[config.mk]
export PLATFORM = sky130hd
export DESIGN_NAME = vector_index_sequencer
export DESIGN_NICKNAME = d
export VERILOG_FILES = /design/src/rtl/vector_index_sequencer.sv
export SDC_FILE = /design/constraint.sdc
export NUM_CORES = 1
export LEC_CHECK = 0
export CAP_MARGIN = 20
export CORE_ASPECT_RATIO = 1.2
export CORE_MARGIN = 2
export CORE_UTILIZATION = 30
export DETAILED_ROUTE_END_ITERATION = 10
export GPL_TIMING_DRIVEN = 0
export PLACE_DENSITY = 0.56
export SLEW_MARGIN = 20
export SYNTH_ARGS = -nofsm -noshare
export SYNTH_HDL_FRONTEND = slang
export SYNTH_SLANG_ARGS = --single-unit
[constraint.sdc]
create_clock -name clock -period 1.87 [get_ports clock]
set_input_delay 0.374 -clock clock [delete_from_list [all_inputs] [get_ports clock]]
set_output_delay 0.374 -clock clock [all_outputs]
set_load 0.03 [all_outputs]
[src/rtl/vector_index_sequencer.sv]
// vector_index_sequencer
//   Steps a vector index through a runtime-programmable number of vectors,
//   counts completed passes over the vector set and reports done after a
//   programmed number of passes (or runs forever when num_passes is 0).
//   Sits between the layer controller and the weight/input address logic.
//
// Optional feature macro: VECTOR_INDEX_ONEHOT_EN
//   When defined, adds a registered one-hot copy of the index (index_onehot).
//
// Ports
//   clock         rising-edge clock
//   reset         asynchronous active-high reset
//   en            global enable; low holds all state except clear
//   clear         synchronous abort back to IDLE
//   start         begin a run (honoured in IDLE or DONE)
//   vector_count  vectors per pass, latched at start (0 -> NUM_VECTORS)
//   num_passes    passes per run, latched at start (0 -> continuous)
//   new_vector    advance the index by one
//   vector_index  current vector index (registered)
//   first_vector  busy and index == 0
//   last_vector   busy and index == latched limit
//   wrap          one-cycle pulse after the index wraps to 0
//   pass_count    completed passes in the current run
//   busy / done   RUN / DONE state indicators
//   index_onehot  (optional) one-hot index while busy, else zero
module vector_index_sequencer #(
  parameter int INDEX_WIDTH = 4,
  parameter int NUM_VECTORS = 4,
  parameter int PASS_WIDTH  = 8
) (
  input  logic                   clock,
  input  logic                   reset,
  input  logic                   en,
  input  logic                   clear,
  input  logic                   start,
  input  logic [INDEX_WIDTH-1:0] vector_count,
  input  logic [PASS_WIDTH-1:0]  num_passes,
  input  logic                   new_vector,
  output logic [INDEX_WIDTH-1:0] vector_index,
  output logic                   first_vector,
  output logic                   last_vector,
  output logic                   wrap,
  output logic [PASS_WIDTH-1:0]  pass_count,
  output logic                   busy,
  output logic                   done
`ifdef VECTOR_INDEX_ONEHOT_EN
  ,
  output logic [2**INDEX_WIDTH-1:0] index_onehot
`endif
);

  typedef enum logic [1:0] {S_IDLE, S_RUN, S_DONE} state_t;

  // NUM_VECTORS may equal 2**INDEX_WIDTH, so compare one bit wider.
  localparam logic [INDEX_WIDTH:0]   NUM_V     = (INDEX_WIDTH+1)'(NUM_VECTORS);
  localparam logic [INDEX_WIDTH-1:0] DEF_LIMIT = INDEX_WIDTH'(NUM_VECTORS - 1);

  state_t                 state_q, state_n;
  logic [INDEX_WIDTH-1:0] idx_q, idx_n;
  logic [INDEX_WIDTH-1:0] limit_q, limit_n;
  logic [PASS_WIDTH-1:0]  pass_q, pass_n, pass_inc;
  logic [PASS_WIDTH-1:0]  target_q, target_n;
  logic                   wrap_q, wrap_n;

  // Highest index of a pass: zero selects the default count, larger
  // requests are clamped to NUM_VECTORS.
  function automatic logic [INDEX_WIDTH-1:0] calc_limit(input logic [INDEX_WIDTH-1:0] vc);
    logic [INDEX_WIDTH:0] n;
    if (vc == '0)
      n = NUM_V;
    else if ({1'b0, vc} > NUM_V)
      n = NUM_V;
    else
      n = {1'b0, vc};
    n = n - 1'b1;
    return n[INDEX_WIDTH-1:0];
  endfunction

  assign pass_inc = pass_q + 1'b1;

  always_comb begin
    state_n  = state_q;
    idx_n    = idx_q;
    limit_n  = limit_q;
    pass_n   = pass_q;
    target_n = target_q;
    wrap_n   = wrap_q;
    if (clear) begin
      state_n = S_IDLE;
      idx_n   = '0;
      pass_n  = '0;
      wrap_n  = 1'b0;
    end else if (en) begin
      wrap_n = 1'b0;
      unique case (state_q)
        S_RUN: begin
          if (new_vector) begin
            if (idx_q == limit_q) begin
              idx_n  = '0;
              wrap_n = 1'b1;
              pass_n = pass_inc;
              // A zero target never matches: continuous mode wraps silently.
              if (target_q != '0 && pass_inc == target_q)
                state_n = S_DONE;
            end else begin
              idx_n = idx_q + 1'b1;
            end
          end
        end
        default: begin
          if (start) begin
            limit_n  = calc_limit(vector_count);
            target_n = num_passes;
            idx_n    = '0;
            pass_n   = '0;
            state_n  = S_RUN;
          end
        end
      endcase
    end
  end

  always_ff @(posedge clock or posedge reset) begin
    if (reset) begin
      state_q  <= S_IDLE;
      idx_q    <= '0;
      limit_q  <= DEF_LIMIT;
      pass_q   <= '0;
      target_q <= '0;
      wrap_q   <= 1'b0;
    end else begin
      state_q  <= state_n;
      idx_q    <= idx_n;
      limit_q  <= limit_n;
      pass_q   <= pass_n;
      target_q <= target_n;
      wrap_q   <= wrap_n;
    end
  end

`ifdef VECTOR_INDEX_ONEHOT_EN
  logic [2**INDEX_WIDTH-1:0] onehot_n;

  // Derived from the next state so it moves on the same edge as the index.
  always_comb begin
    onehot_n = '0;
    if (state_n == S_RUN)
      onehot_n[idx_n] = 1'b1;
  end

  always_ff @(posedge clock or posedge reset) begin
    if (reset)
      index_onehot <= '0;
    else
      index_onehot <= onehot_n;
  end
`endif

  assign vector_index = idx_q;
  assign pass_count   = pass_q;
  assign wrap         = wrap_q;
  assign busy         = (state_q == S_RUN);
  assign done         = (state_q == S_DONE);
  assign first_vector = busy && (idx_q == '0);
  assign last_vector  = busy && (idx_q == limit_q);

endmodule

==> qor.yml <==
placement:
  dpl.hpwl_um: 2630
  port_buffers: 34
  place_area_sq_um: 2020
  place_congestion: 0.728
yosys:
  synthMuxAreaShare: 0.0635
  synth-seq-cells: 27
  synth_compound_area_frac: 0.177
  synth_top_area_cell: "dfrtp_1"
  synth-async-reset-ratio: 1.00
  netlist_area_sq_um: 1600
  syn_nets: 181
  ys_seq_area_frac: 0.425
  synth_edf_count: 0
  synth_area_leaders: "dfrtp_1, mux2_2, xor2_1, dfstp_2, xnor2_1"
  ys.flop_type: "dfrtp_1"
  yosys.area_share.adder: 0.0314
  synth_cells: 159
  avgSynthCellArea_sq_um: 10.0
  netlist.area_leader.share: 0.392
  synth_simple_gate_area_frac: 0.202
  synthDistinctLibCells: 42
  ys.warnings.count: 0
  synthXorXnorAreaFrac: 0.0769
  synth_top_family_by_area: "simple AND/OR/NAND/NOR gates"
sta:
  tightest_slew_ns: 0.580
  finalWorstPathRequiredPeriod_ns: 1.91
  worst_slack_ns: -0.0396
  setup_viol: 1
  fin_crit_sh: 1.02
  slew_violations: 0
  fmax_mhz: 524
  holdWs_ns: 0.472
  rsz0062_at_grt: "yes"
  worst_clock_skew_ns: 0.00453
  hold_violations: 0
  max-slew-margin-rel: 0.613
floorplanning:
  start_util: 0.305
  io_pins: 35
  core-area_sq_um: 5230
  rows: 29
  die_h_um: 83.9
  die_area_sq_um: 5920
  die_w_um: 70.6
route:
  detail_route.first_pass.iterations: 5
  drc: 0
  antenna_left: 0
  drtIter0Drc: 44
  drt-wirelength-per-cell_um: 14.1
  routed_wl_um: 3820
  vias_per_cell: 5.16
  routed-via-count: 1404
worst_setup_path:
  timing.rr.end: "state_q[0]"
  cp.arrival_ns: 1.54
  worstPathRequired_ns: 1.50
  r2r_start: "pass_count[0]"
  critical_path_class: "reg2out"
  crit_path_max_fanout: 6
  rrSetupSlack_ns: 0.07
  cp-endpoint: "last_vector"
  cp-start-kind: "register"
  reg2reg_depth: 6
  endpoint_kind: "output port"
  worstSetupStartpoint: "vector_index[2]"
global_route:
  grt_pass1_vias: 1331
  overflow: 0
  grt_max_degree: 28
  track_usage: 0.133
  grt_pass1_wl_um: 6420
  antenna_found_initial: 0
cts:
  clkLatencyLatePin_ns: 0.27
  clk_pin_slew_ns: 0.09
  clockBufferDepth: 2
  clock_sinks: 27
  clock-root-buffer: "clkbuf_8"
  cts_buffers: 3
  cts_hold_buffers: 0
  htreeDepth: 1
  cts_tree: "yes"
run_status:
  outcome: "finished, violations left"
  failed_checks: "setup timing"
finish:
  final-seq-area_sq_um: 687
  design_area_sq_um: 2290
  drive_above_1_share: 0.290
  nFillCells: 533
  area_growth_pct: 43.3
  final_nets: 233
  layout_common_cells: "clkdlybuf4s50_1, dfrtp_1, buf_4"
  final_common_cell: "clkdlybuf4s50_1"
  multiInputGateArea_sq_um: 993
  antennaDiodeCount: 0
power_and_ir_drop:
  power.leakage_nw: 0.957
  totalPowerFinal_mw: 2.49
  p_per_area_nw_per_um2: 1090
  vdd_drop_max_v: 0.000524
min_path:
  hold_path_class: "in2async"
flow_run:
  maxCapViolations: 0
-- worst min path at each step --
stage | start | to | cells past startpoint
floorplan | reset | limit_q[2] | 1
global placement | limit_q[0] | limit_q[0] | 2
detailed placement | limit_q[1] | limit_q[1] | 2
CTS | limit_q[1] | limit_q[1] | 2
global route | clear | state_q[1] | 2
finish | reset | target_q[7] | 2
-- metrics by stage --
step	cells	setup TNS [ns]	setup slack, ns	utilization
after floorplan	159	0	0.000249	-
after global placement	255	-8.03	-0.477	0.387
after detailed placement	255	-7.94	-0.477	0.387
after CTS	263	-0.152	-0.152	0.411
after global routing	272	-0.243	-0.153	0.438
final	272	-0.0396	-0.0396	0.438
-- report_power, final --
group	internal (mW)	total (mW)	leakage, nW	switching, mW
sequential	0.756	0.937	0.337	0.181
combinational	0.613	1.22	0.597	0.608
clock	0.153	0.334	0.0228	0.182
-- logic make-up (layout without fill, tap and decap cells) --
family | Yosys count | after routing
buf+inv | 9 | 60
fa+ha+maj | 4 | 4
flops | 27 | 27
simple gates | 56 | 56
xor+xnor | 14 | 14
mux | 9 | 9
compound gates | 40 | 40
-- critical path, stage by stage, from the launching register on --
cell	delay [ns]
dfrtp_2	0.48
xor2_4	0.18
nor4_4	0.30
and2_4	0.18
buf_6	0.12
-- metal layers --
| layer | track usage | vias up | part of all wire | wire length (um) |
|---|---|---|---|---|
| li1 | - | 680 | - | - |
| met1 | 0.182 | 690 | 0.46 | 1760 |
| met2 | 0.218 | 29 | 0.49 | 1880 |
| met3 | 0.0157 | 5 | 0.033 | 126 |
| met4 | 0.0463 | 0 | 0.015 | 57 |
| met5 | 0 | - | 0 | 0 |
-- layout make-up --
class	instances	area share
Inverter	4	0.00657
Buffer	4	0.0104
Clock buffer	4	0.0197
Sequential cell	27	0.300
Timing Repair Buffer	48	0.194
Tap cell	62	0.0339
Multi-Input combinational cell	123	0.435
-- registers in the layout (all words and copies together) (netlist names) --
signal	cells
limit_q	4
pass_count	8
state_q	2
target_q	8
vector_index	4
wrap	1
-- cell usage after synthesis (4+ instances only) --
| master | count |
|---|---|
| nand2_1 | 13 |
| mux2_2 | 9 |
| inv_1 | 4 |
| o21ai_0 | 10 |
| o21ai_1 | 6 |
| and3_1 | 4 |
| nor2b_1 | 4 |
| xnor2_1 | 6 |
| ha_1 | 4 |
| nand3_1 | 4 |
| a21oi_1 | 4 |
| nor2_1 | 9 |
| dfrtp_1 | 25 |
| xor2_1 | 8 |
| nand2b_1 | 4 |
| o31ai_1 | 4 |
-- timing repair --
action                                  CTS  global route
buffers inserted                          4            10
resized for setup                        23            21
pin swaps                                 4             9
hold endpoints to repair                  0             0
endpoints found under the setup margin   22            16
(Power assumes the default switching activity.)
